--- config.mk ---
export PLATFORM = sky130hd
export DESIGN_NAME = alu_issue_decode
export DESIGN_NICKNAME = d
export VERILOG_FILES = /design/src/rtl/alu_issue_decode.sv
export SDC_FILE = /design/constraint.sdc
export NUM_CORES = 1
export LEC_CHECK = 0
export ABC_AREA = 1
export BUFFER_PORTS_ARGS = -buffer_cell sky130_fd_sc_hd__clkbuf_2
export CORE_MARGIN = 2
export CORE_UTILIZATION = 42
export DETAILED_ROUTE_END_ITERATION = 10
export PLACE_DENSITY_LB_ADDON = 0.12
export SLEW_MARGIN = 10
export SYNTH_ARGS = -nofsm -noshare
export SYNTH_HDL_FRONTEND = slang
export SYNTH_SLANG_ARGS = --single-unit
--- constraint.sdc ---
create_clock -name i_clk -period 3.19 [get_ports i_clk]
set_input_delay 0.638 -clock i_clk [delete_from_list [all_inputs] [get_ports i_clk]]
set_output_delay 0.638 -clock i_clk [all_outputs]
set_load 0.01 [all_outputs]
--- src/rtl/alu_issue_decode.sv ---
// Decode/issue stage: turns one RV32I/RV32M instruction plus its operands
// into an ALU op code and operands. The decoded bundle sits in an output
// register behind a valid/ready handshake toward the execute stage.
module alu_issue_decode #(
  parameter int DATA_WIDTH = 32,
  parameter int XLEN_SHAMT = 5
) (
  input  logic                  i_clk,
  input  logic                  i_rst,
  input  logic                  i_valid,
  output logic                  o_ready,
  input  logic [31:0]           i_instr,
  input  logic [DATA_WIDTH-1:0] i_pc,
  input  logic [DATA_WIDTH-1:0] i_rs1_data,
  input  logic [DATA_WIDTH-1:0] i_rs2_data,
  input  logic                  i_flush,
  output logic                  o_valid,
  input  logic                  i_ready,
  output logic [7:0]            o_alu_op,
  output logic [DATA_WIDTH-1:0] o_a,
  output logic [DATA_WIDTH-1:0] o_b,
  output logic [4:0]            o_rd,
  output logic                  o_we,
  output logic                  o_illegal
);

  localparam logic [7:0] OP_NOP = 8'h00;
  localparam logic [7:0] OP_ADD = 8'h11;
  localparam logic [7:0] OP_SUB = 8'h12;
  localparam logic [7:0] OP_MUL = 8'h13;
  localparam logic [7:0] OP_DIV = 8'h14;
  localparam logic [7:0] OP_MOD = 8'h15;
  localparam logic [7:0] OP_AND = 8'h21;
  localparam logic [7:0] OP_OR  = 8'h22;
  localparam logic [7:0] OP_XOR = 8'h23;
  localparam logic [7:0] OP_SLT = 8'h31;
  localparam logic [7:0] OP_SLL = 8'h33;
  localparam logic [7:0] OP_SRL = 8'h34;
  localparam logic [7:0] OP_SRA = 8'h35;

  localparam logic [6:0] OPC_OP     = 7'b0110011;
  localparam logic [6:0] OPC_OP_IMM = 7'b0010011;
  localparam logic [6:0] OPC_LUI    = 7'b0110111;
  localparam logic [6:0] OPC_AUIPC  = 7'b0010111;

  localparam logic [6:0] F7_BASE = 7'b0000000;
  localparam logic [6:0] F7_ALT  = 7'b0100000;
  localparam logic [6:0] F7_MUL  = 7'b0000001;

  // Instruction fields
  logic [6:0] opcode;
  logic [2:0] funct3;
  logic [6:0] funct7;
  logic [4:0] rd_field;
  logic       unused_rs1_field;

  assign opcode           = i_instr[6:0];
  assign funct3           = i_instr[14:12];
  assign funct7           = i_instr[31:25];
  assign rd_field         = i_instr[11:7];
  // Register indices are resolved upstream; only their values arrive here.
  assign unused_rs1_field = ^i_instr[19:15];

  logic [DATA_WIDTH-1:0] imm_i;
  logic [DATA_WIDTH-1:0] imm_shamt;
  logic [DATA_WIDTH-1:0] imm_u;

  assign imm_i     = {{(DATA_WIDTH-12){i_instr[31]}}, i_instr[31:20]};
  assign imm_shamt = {{(DATA_WIDTH-XLEN_SHAMT){1'b0}}, i_instr[20 +: XLEN_SHAMT]};
  assign imm_u     = {i_instr[31:12], 12'b0};

  // Registered bundle
  logic                  valid_q;
  logic [7:0]            alu_op_q, alu_op_d;
  logic [DATA_WIDTH-1:0] a_q, a_d;
  logic [DATA_WIDTH-1:0] b_q, b_d;
  logic [4:0]            rd_q;
  logic                  we_q, we_d;
  logic                  illegal_q, illegal_d;

  logic [7:0]            dec_op;
  logic [DATA_WIDTH-1:0] dec_a;
  logic [DATA_WIDTH-1:0] dec_b;
  logic                  dec_legal;
  logic                  accept;

  // Flush blocks acceptance in the same cycle it discards the held bundle.
  assign o_ready = ~i_flush & (~valid_q | i_ready);
  assign accept  = i_valid & o_ready;

  // Instruction decode; anything not recognised falls through as illegal.
  always_comb begin
    dec_op    = OP_NOP;
    dec_a     = '0;
    dec_b     = '0;
    dec_legal = 1'b0;
    case (opcode)
      OPC_OP: begin
        dec_a = i_rs1_data;
        dec_b = i_rs2_data;
        case (funct7)
          F7_BASE: begin
            dec_legal = 1'b1;
            case (funct3)
              3'b000:  dec_op = OP_ADD;
              3'b001:  dec_op = OP_SLL;
              3'b010:  dec_op = OP_SLT;
              3'b100:  dec_op = OP_XOR;
              3'b101:  dec_op = OP_SRL;
              3'b110:  dec_op = OP_OR;
              3'b111:  dec_op = OP_AND;
              default: dec_legal = 1'b0; // SLTU has no ALU op
            endcase
          end
          F7_ALT: begin
            if (funct3 == 3'b000) begin
              dec_op    = OP_SUB;
              dec_legal = 1'b1;
            end else if (funct3 == 3'b101) begin
              dec_op    = OP_SRA;
              dec_legal = 1'b1;
            end
          end
          F7_MUL: begin
            // Only the unsigned divide/remainder forms are supported.
            dec_legal = 1'b1;
            case (funct3)
              3'b000:  dec_op = OP_MUL;
              3'b101:  dec_op = OP_DIV;
              3'b111:  dec_op = OP_MOD;
              default: dec_legal = 1'b0;
            endcase
          end
          default: dec_legal = 1'b0;
        endcase
      end
      OPC_OP_IMM: begin
        dec_a     = i_rs1_data;
        dec_b     = imm_i;
        dec_legal = 1'b1;
        case (funct3)
          3'b000: dec_op = OP_ADD;
          3'b010: dec_op = OP_SLT;
          3'b100: dec_op = OP_XOR;
          3'b110: dec_op = OP_OR;
          3'b111: dec_op = OP_AND;
          3'b001: begin
            dec_op    = OP_SLL;
            dec_b     = imm_shamt;
            dec_legal = (funct7 == F7_BASE);
          end
          3'b101: begin
            dec_op    = (funct7 == F7_ALT) ? OP_SRA : OP_SRL;
            dec_b     = imm_shamt;
            dec_legal = (funct7 == F7_BASE) || (funct7 == F7_ALT);
          end
          default: dec_legal = 1'b0; // SLTIU
        endcase
      end
      OPC_LUI: begin
        dec_op    = OP_ADD;
        dec_b     = imm_u;
        dec_legal = 1'b1;
      end
      OPC_AUIPC: begin
        dec_op    = OP_ADD;
        dec_a     = i_pc;
        dec_b     = imm_u;
        dec_legal = 1'b1;
      end
      default: dec_legal = 1'b0;
    endcase
  end

  // Illegal bundles still flow through, but as a harmless NOP with zero operands.
  always_comb begin
    alu_op_d  = dec_legal ? dec_op : OP_NOP;
    a_d       = dec_legal ? dec_a : '0;
    b_d       = dec_legal ? dec_b : '0;
    we_d      = dec_legal & (rd_field != 5'd0);
    illegal_d = ~dec_legal;
  end

  // Output register: flush beats accept, accept beats drain.
  always_ff @(posedge i_clk or posedge i_rst) begin
    if (i_rst) begin
      valid_q   <= 1'b0;
      alu_op_q  <= OP_NOP;
      a_q       <= '0;
      b_q       <= '0;
      rd_q      <= '0;
      we_q      <= 1'b0;
      illegal_q <= 1'b0;
    end else if (i_flush) begin
      valid_q <= 1'b0;
    end else if (accept) begin
      valid_q   <= 1'b1;
      alu_op_q  <= alu_op_d;
      a_q       <= a_d;
      b_q       <= b_d;
      rd_q      <= rd_field;
      we_q      <= we_d;
      illegal_q <= illegal_d;
    end else if (i_ready) begin
      valid_q <= 1'b0;
    end
  end

  assign o_valid   = valid_q;
  assign o_alu_op  = alu_op_q;
  assign o_a       = a_q;
  assign o_b       = b_q;
  assign o_rd      = rd_q;
  assign o_we      = we_q;
  assign o_illegal = illegal_q;

endmodule
# Yosys cells after proc, flatten, opt, wreduce, memory -nomap -nowiden
# Cells that the tools add are included.
[word_totals] in_bits=133 ff_bits=80 elab_cells=62 output_inout_bits=81
[classes] reduce_logical=12 n_eq_ne=12 mux=24 bitwise_logic=7
[op_table] op="two-way mux 32 bit" n=3
[op_table] op="case mux 32 bit (3 select lines)" n=1
[op_table] op="case mux 6 bit (7 select lines)" n=2
[op_table] op="case mux 32 bit (2 select lines)" n=1
[op_table] op="case mux 6 bit (3 select lines)" n=2
[op_table] op="equality test 7 x 6 -> 1 bit (second input constant)" n=3
[op_table] op="case mux 5 bit (3 select lines)" n=1
[op_table] op="equality test 7 x 5 -> 1 bit (second input constant)" n=2
[op_table] op="equality test 3 bit (second input constant)" n=4
[op_table] op="two-way mux 6 bit" n=2
[op_table] op="case mux 1 bit (3 select lines)" n=3
[op_table] op="two-way mux 1 bit" n=8
[op_table] op="two-way mux 8 bit" n=1
[op_table] op="equality test 7 x 1 -> 1 bit (second input constant)" n=1
[op_table] op="zero test 7 bit" n=1
[op_table] op="OR reduction 7 bit" n=1
[op_table] op="OR reduction 2 bit" n=3
[op_table] op="nonzero test 5 bit" n=1
[op_table] op="OR reduction 5 bit" n=1
[op_table] op="bitwise AND 1 bit" n=3
[op_table] op="equality test 3 x 1 -> 1 bit (second input constant)" n=1
[op_table] op="equality test 3 x 2 -> 1 bit (second input constant)" n=1
[op_table] op="zero test 3 bit" n=1
[op_table] op="inverter 1 bit" n=3
[op_table] op="other kinds (5)" n=5

# Longest topological paths before layout
# Gate-level depths: netlist of the first run.
[logic_depth] word_depth=6 ltp_mapped=12 mapped_depth_nobuf=12

# Least setup slack after synthesis of the first run
# Ideal clock, no wire load.
[synth_timing] kind="input -> register" from="input i_instr[2]" to="register illegal_q, in the netlist o_illegal" required_ns=3.071 setup_time_ns=0.119 setup_slack_ns=1.371 cell_stages=8 path_buffers=2 arrival_time_ns=1.700 cell_sequence="nor2_1 > nand3_2 > nor3_4 > nand3_2 > nand4_2 > buf_6 > buf_8 > nand2_1"
[synth_via] elab_chain_cells=4 elab_cells_between_ends=7 cone_classes="eq/ne (4); mux (1); bitwise (1); reduce/logical (1)"
[synth_lines] item="start: declaration" line="12" source="input logic [31:0] i_instr,"
[synth_lines] item="equality test 7 x 5 -> 1 bit / equality test 7 x 6 -> 1 bit (equally long branches)" line="97" source="case (opcode)"
[synth_lines] item="OR reduction 2 bit (no source line)"
[synth_lines] item="case mux 1 bit (3 select lines) (*)" line="97"
[synth_lines] item="inverter 1 bit (*)" line="181" source="illegal_d = ~dec_legal;"
[synth_lines] item="end signal: assignment" line="203" source="illegal_q <= illegal_d;"
[synth_lines] item="end: declaration" line="79" source="logic illegal_q, illegal_d;"
# Every way passes the cells marked *; elsewhere a longest branch is shown, timed or not.
# A chain may end at the register's enable or synchronous reset.

# Worst setup path in the final report of the first run
[layout_timing] from="input i_instr[2]" to="register b_q[10], in the netlist o_b[10]"
[layout_via] elab_chain_cells=4 elab_cells_between_ends=8 cone_classes="eq/ne (4); mux (3); reduce/logical (1)"
[layout_lines] item="equality test 7 x 5 -> 1 bit / equality test 7 x 6 -> 1 bit (equally long branches)" line="97"
[layout_lines] item="OR reduction 2 bit (no source line)"
[layout_lines] item="case mux 32 bit (3 select lines) / case mux 1 bit (3 select lines) (equally long branches)" line="97"
[layout_lines] item="two-way mux 32 bit (*)" line="179" source="b_d = dec_legal ? dec_b : '0;"
[layout_lines] item="end signal: assignment" line="190" source="b_q <= '0;"
[layout_lines] item="end signal: assignment" line="200" source="b_q <= b_d;"
[layout_lines] item="end: declaration" line="76" source="logic [DATA_WIDTH-1:0] b_q, b_d;"
# Marks and branches as above.

==> flow_summary.yaml, run 1 <==
global_routing:
  grt_max_degree: 63
  grt.total_usage_pct: 23.2
  gr-total-overflow: 0
  grt_pass1_vias: 4643
  grt_pass1_wl_mm: 22.1
  antenna_found_initial: 0
sta:
  tightest_slew_ns: 0.599
  slew_viol_final: 0
  timing_hold_violations_final: 0
  max_freq_mhz: 523
  fin_crit_ns: 1.91
  finalSetupTns_ns: 0
  fin_skew_ns: 0.0102
  finalCritPeriodShare_pct: 59.9
  slew_headroom_pct: 60.0
  rsz0062_at_grt: "no"
  holdWs_ns: 0.319
  finalSetupViolations: 0
yosys:
  synth.largest_area_cell: "dfrtp_1"
  synthCells: 665
  synthDistinctLibCells: 27
  synth_top_area_share_pct: 41.2
  ys_seq_elements: 77
  netlist_area_mm2: 0.00468
  syn_avg_cell_area_um2: 7.03
  synth_edf_count: 0
  yosysSeqAreaShare_pct: 41.2
  synthFlopType: "dfrtp_1"
  ys_top_cells_by_area: "dfrtp_1 41%, nand2_1 20%, nand3_1 13%"
  async_reset_ff_share_pct: 100
  yosysWarnings: 0
clock_network:
  root_buffer: "clkbuf_8"
  post_cts_buffers: 0
  insertion_delay_ns: 0.34
  cts_tree: "done"
  cts_buffers: 9
  htree_levels: 3
  cts_buffer_depth: 2
  cts_sinks: 77
  cts_hold_repair.buffers: 0
  cts_resized: 0
  cts.clk_slew.worst_paths_ns: 0.07
layout:
  diodes: 0
  finalNetCount: 987
  seq_area_mm2: 0.00193
  final_cell_area_mm2: 0.00602
  multiInputGateArea_mm2: 0.00225
  synthToLayoutAreaGrowth_pct: 28.7
  drive_gt1_share_pct: 32.5
  postLayoutCoreUtil_pct: 55.5
  nFillCells: 1123
  final_cells: 998
critical_path:
  start_kind: "input port"
  path_common_cell: "nand3_2"
  r2r_cells: 8
  worstSetupPathType: "input port to register"
  slowest_delay_ns: 0.40
  crit_chain: "clkbuf_2, nor2_1, nand3_2, nor3_4, nand3_2, nand4_2, buf_4, nand2_1, inv_1"
  reg2reg_slack_ns: 1.41
  r2r-end: "o_a[22]"
  crit_family: "simple AND/OR/NAND/NOR gates"
  worst-path-max-fanout: 28
  critPathCaptureType: "register"
  required_ns: 3.47
  cp_num_buf_inv: 3
  rr_startpoint: "o_valid"
  crit_arrival_ns: 2.19
  cp_slowest_cell: "nor3_4"
pwr:
  cellPowerDensity_mw_per_mm2: 396
  combPwrFrac_pct: 20.3
  pwr-share-seq_pct: 45.8
  peakVddDrop_uv: 204
  p_clk_share_pct: 33.9
  swShare_pct: 27.9
  p_sw_uw: 665
  power.internal_uw: 1720
  leakagePower_uw: 0.00355
hold_path:
  hold_class: "input port to asynchronous set/reset pin"
routing:
  avgRoutedWirePerCell_um: 13.4
  drt-initial-drc-count: 303
  final_antenna_net_count: 0
  drc: 0
  dr.pass1.iters: 4
  drt_wl_total_mm: 13.4
  vias_per_cell: 4.87
  via_count: 4865
job:
  maxCapViolCount: 0
floorplan:
  start_util_pct: 43.1
  rows: 38
  die_y_um: 110
  coreArea_mm2: 0.0108
  pin_count: 214
  die_w_um: 110
  die_area_mm2: 0.0120
place:
  hpwl_mm: 9.84
  gp_congestion: 0.915
  place_area_mm2: 0.00581
  port-buffer-count: 210
  dp.cells: 983
outcome:
  status: "completed"
-- layout make-up --
| cell class | instances | area share (%) |
|---|---|---|
| Sequential cell | 77 | 32.0 |
| Clock buffer | 11 | 2.35 |
| Inverter | 76 | 4.76 |
| Tap cell | 140 | 2.91 |
| Clock inverter | 4 | 1.21 |
| Timing Repair Buffer | 222 | 19.4 |
| Multi-Input combinational cell | 468 | 37.4 |
-- worst register-to-register path: cells and delay by family (launching register included) --
kind	cells	cell delay (ns)
simple gates	4	0.54
flops	1	0.39
compound gates	1	0.15
buf+inv	3	0.60
-- flip-flops by register name (all words and copies together) (netlist names) --
name	flops
o_we	1
o_b	32
o_a	32
o_alu_op	5
o_rd	5
o_illegal	1
o_valid	1
-- worst max-delay path by stage --
stage                         end  depth (start not counted)       start
final                     o_b[10]                          9  i_instr[2]
after floorplan            o_a[0]                          1       i_rst
after detailed placement  o_a[14]                          9  i_instr[2]
after CTS                 o_b[10]                          9  i_instr[2]
after global placement     o_b[7]                          9  i_instr[2]
after global routing       o_a[1]                          9  i_instr[2]
-- stage by stage --
step           total power (uW)  setup WS (ns)
6_report                   2380           1.28
5_1_grt                    2520           1.07
4_1_cts                    2420           1.28
3_5_place_dp               1600          0.922
3_3_place_gp               1590          0.947
2_1_floorplan              1380          0.585
-- metal layers --
| layer | global-route usage, % | up-vias | part of all wire, % |
|---|---|---|---|
| met5 | 0 | - | 0 |
| met4 | 5.42 | 0 | 0.87 |
| met3 | 6.22 | 9 | 8.3 |
| met2 | 38.7 | 164 | 47 |
| met1 | 30.0 | 2226 | 44 |
| li1 | - | 2466 | - |
-- layout by cell type, fill, tap and decap left out, drive strengths merged --
cell      count
o21a         38
a21oi         4
o211ai        8
nand4         7
a21boi        2
or2           2
dfrtp        77
nand3       127
clkbuf      221
inv          75
clkinv        2
nor3          5
bufinv        2
nand2       256
nor2         12
conb          3
o21ai         4
buf          12
clkinvlp      1
-- synth_stat cells, types with 2 or more instances --
cell type and number:
nand2_1 245, nand3_1 123, dfrtp_1 77, inv_1 59, o21a_1 38, buf_2 25, inv_2 17, clkbuf_1 15
nand2_2 11, nor2_1 10, o211ai_1 8, nand4_1 6, a21oi_1 4, nand3_2 4, o21ai_0 4, buf_4 3
a21boi_1 2, buf_6 2, nor3_2 2, nor3_4 2, or2_2 2
-- power groups by stage --
| stage | Clock (uW) | Combinational [uW] | Sequential (uW) |
|---|---|---|---|
| after detailed placement | 0 | 490 | 1110 |
| after floorplan | 0 | 240 | 1140 |
| after global placement | 0 | 483 | 1110 |
| after global routing | 875 | 546 | 1100 |
| after CTS | 833 | 491 | 1090 |
| final | 807 | 484 | 1090 |
-- cells by family (layout without fill, tap and decap cells) --
family / after synthesis / after routing / synth area share, %
buffers and inverters: 122 / 313 / 11.3
flip-flops: 77 / 77 / 41.2
AND/OR/NAND/NOR: 409 / 409 / 38.9
other: 1 / 3 / 0.0802
AO/OA/AOI/OAI: 56 / 56 / 8.56
No activity file was read; power rests on OpenSTA's default activity.
==> inputs of run 2 (changes only) <==
ABC_AREA = 0   (was 1)
clock period = 1.7 ns   (was 3.19 ns; I/O delays follow)
==> run 2 against run 1 <==
Synthesized cell count is 28% lower. Worst hold slack got worse by 0.24 ns. Clock power grew 97%. Critical path type unchanged. Critical endpoint is now o_b[5]. Largest power group unchanged.
==> flow_summary.yaml, run 2 <==
floorplan:
  rows: 36
  pin_count: 214
  coreArea_mm2: 0.00986
  die_w_um: 105
  die_area_mm2: 0.0111
  start_util_pct: 43.6
  die_y_um: 105
sta:
  rsz0062_at_grt: "yes"
  finalSetupTns_ns: 0
  fin_skew_ns: 0.00994
  finalWorstSetupSlack_ns: 0.0660
  fin_crit_ns: 1.63
  slew_viol_final: 0
  max_freq_mhz: 612
  finalCritPeriodShare_pct: 96.1
  timing_hold_violations_final: 0
  finalSetupViolations: 0
global_routing:
  grt_pass1_vias: 4221
  grt.total_usage_pct: 24.0
  gr-total-overflow: 0
  antenna_found_initial: 0
  grt_max_degree: 78
  grt_pass1_wl_mm: 21.2
place:
  pre_cts_ws_ns: -0.406
  hpwl_mm: 9.66
  gp_congestion: 0.867
  port-buffer-count: 210
critical_path:
  worstSetupPathType: "input port to register"
  start_kind: "input port"
  crit_chain: "buf_6, or4b_4, o221ai_2, o211ai_1, and2_4, buf_12, o41ai_4"
  critPathCaptureType: "register"
  slowest_delay_ns: 0.53
  r2r_cells: 3
  worst-path-max-fanout: 18
  rr_startpoint: "o_valid"
  crit_arrival_ns: 1.89
  required_ns: 1.95
  reg2reg_slack_ns: 0.37
  cp_slowest_cell: "or4b_4"
  r2r-end: "o_illegal"
  cp_num_buf_inv: 2
  crit_family: "simple AND/OR/NAND/NOR gates"
layout:
  nFillCells: 919
  drive_gt1_share_pct: 43.6
  finalNetCount: 830
  diodes: 0
  layout_commonest_cell: "clkbuf_2"
  synthToLayoutAreaGrowth_pct: 41.1
  layout_common_cells: "209 x clkbuf_2, 116 x nand2_1, 77 x dfrtp_1"
routing:
  vias_per_cell: 5.30
  drt-initial-drc-count: 355
  final_antenna_net_count: 0
  drc: 0
  drt_wl_total_mm: 13.2
  avgRoutedWirePerCell_um: 15.9
  dr.pass1.iters: 5
  via_count: 4425
yosys:
  yosysSeqAreaShare_pct: 44.8
  yosysMostFrequentCell: "nand2_1"
  synthDistinctLibCells: 47
  synthCells: 481
  syn_avg_cell_area_um2: 8.94
  synth_edf_count: 0
  synth_top_area_share_pct: 44.8
  ys_seq_elements: 77
  netlist_area_mm2: 0.00430
  synthFlopType: "dfrtp_1"
  ys_top_cells_by_area: "dfrtp_1 45%, nand2_1 10%, o31ai_1 9.3%"
  yosysWarnings: 0
  synthTopCellsByCount: "117 x nand2_1, 77 x dfrtp_1, 53 x o31ai_1, 50 x a21oi_1, 34 x a22oi_1"
  async_reset_ff_share_pct: 100
  synth.largest_area_cell: "dfrtp_1"
clock_network:
  cts_sinks: 77
  root_buffer: "clkbuf_8"
  cts.clk_slew.worst_paths_ns: 0.08
  cts_tree: "done"
  post_cts_buffers: 0
  cts_buffer_depth: 2
  insertion_delay_ns: 0.35
  cts_buffers: 9
  htree_levels: 3
hold_path:
  hold_class: "input port to asynchronous set/reset pin"
outcome:
  status: "completed"
pwr:
  leakagePower_uw: 0.00312
  peakVddDrop_uv: 349
  power_uw: 4220
  cellPowerDensity_mw_per_mm2: 697
job:
  maxCapViolCount: 0
[run 2: kinds of logic after synthesis]
group | synth area share (%)
flip-flops | 44.8
XOR/XNOR | 0.408
AND/OR/NAND/NOR | 17.3
buffers and inverters | 6.08
multiplexers | 1.43
adder cells (fa/ha/maj) | 0.233
AO/OA/AOI/OAI | 29.6
other | 0.0872
[run 2: power by group]
| part | leakage, uW | internal (uW) | total, uW | switching, uW |
|---|---|---|---|---|
| logic | 0.00194 | 328 | 760 | 432 |
| registers | 0.00106 | 1860 | 1880 | 17.0 |
| clock network | 0.000116 | 904 | 1590 | 682 |
| total | 0.00312 | 3090 | 4220 | 1130 |
[run 2: how the worst max path moves through the flow]
| stage | from | endpoint | slack, ns | depth (start not counted) |
|---|---|---|---|---|
| 6_report | i_instr[14] | o_b[5] | 0.07 | 7 |
| 5_1_grt | i_instr[14] | o_b[11] | -0.008 | 7 |
| 4_1_cts | i_instr[30] | o_b[5] | 0.05 | 7 |
| 3_5_place_dp | i_instr[30] | o_b[17] | -0.41 | 7 |
| 3_3_place_gp | i_instr[30] | o_b[11] | -0.36 | 7 |
| 2_1_floorplan | i_instr[2] | o_illegal | -0.24 | 8 |
[run 2: cell type report]
type,count,area [um2],area share (%)
clock buffers,12,155,2.56
multi-input cells,350,2230,36.7
inverters,4,18.8,0.309
well taps,133,166,2.74
clock inverters,4,70.1,1.16
repair buffers,255,1500,24.7
flip-flops and latches,77,1930,31.8
[run 2: tightest hold or removal path, cell delays in order]
cell and delay (ns):
clkbuf_2 0.10, clkinvlp_4 0.07, buf_12 0.34
[run 2: per-stage QoR]
step / hold slack [ns] / utilization, % / instances / cell area, um2
floorplan: 0.406 / - / 483 / 4310
global placement: 0.458 / 58.1 / 819 / 5730
finish: 0.0783 / 61.5 / 835 / 6060
CTS: 0.0992 / 60.4 / 835 / 5960
detailed placement: 0.466 / 58.1 / 819 / 5730
global route: 0.111 / 61.5 / 835 / 6060
[run 2: repair_timing]
item                       4_1_cts  5_1_grt
hold buffers                     0        0
pin swaps                        0        1
setup endpoints to repair        6       49
gates cloned                     0        0
resized for setup                2       18
[run 2: routing by layer]
layer	up-vias	routed length (um)	track usage (%)
li1	2173	-	-
met1	2061	5800	31.5
met2	175	6530	40.9
met3	16	752	3.24
met4	0	167	7.52
met5	-	0	0
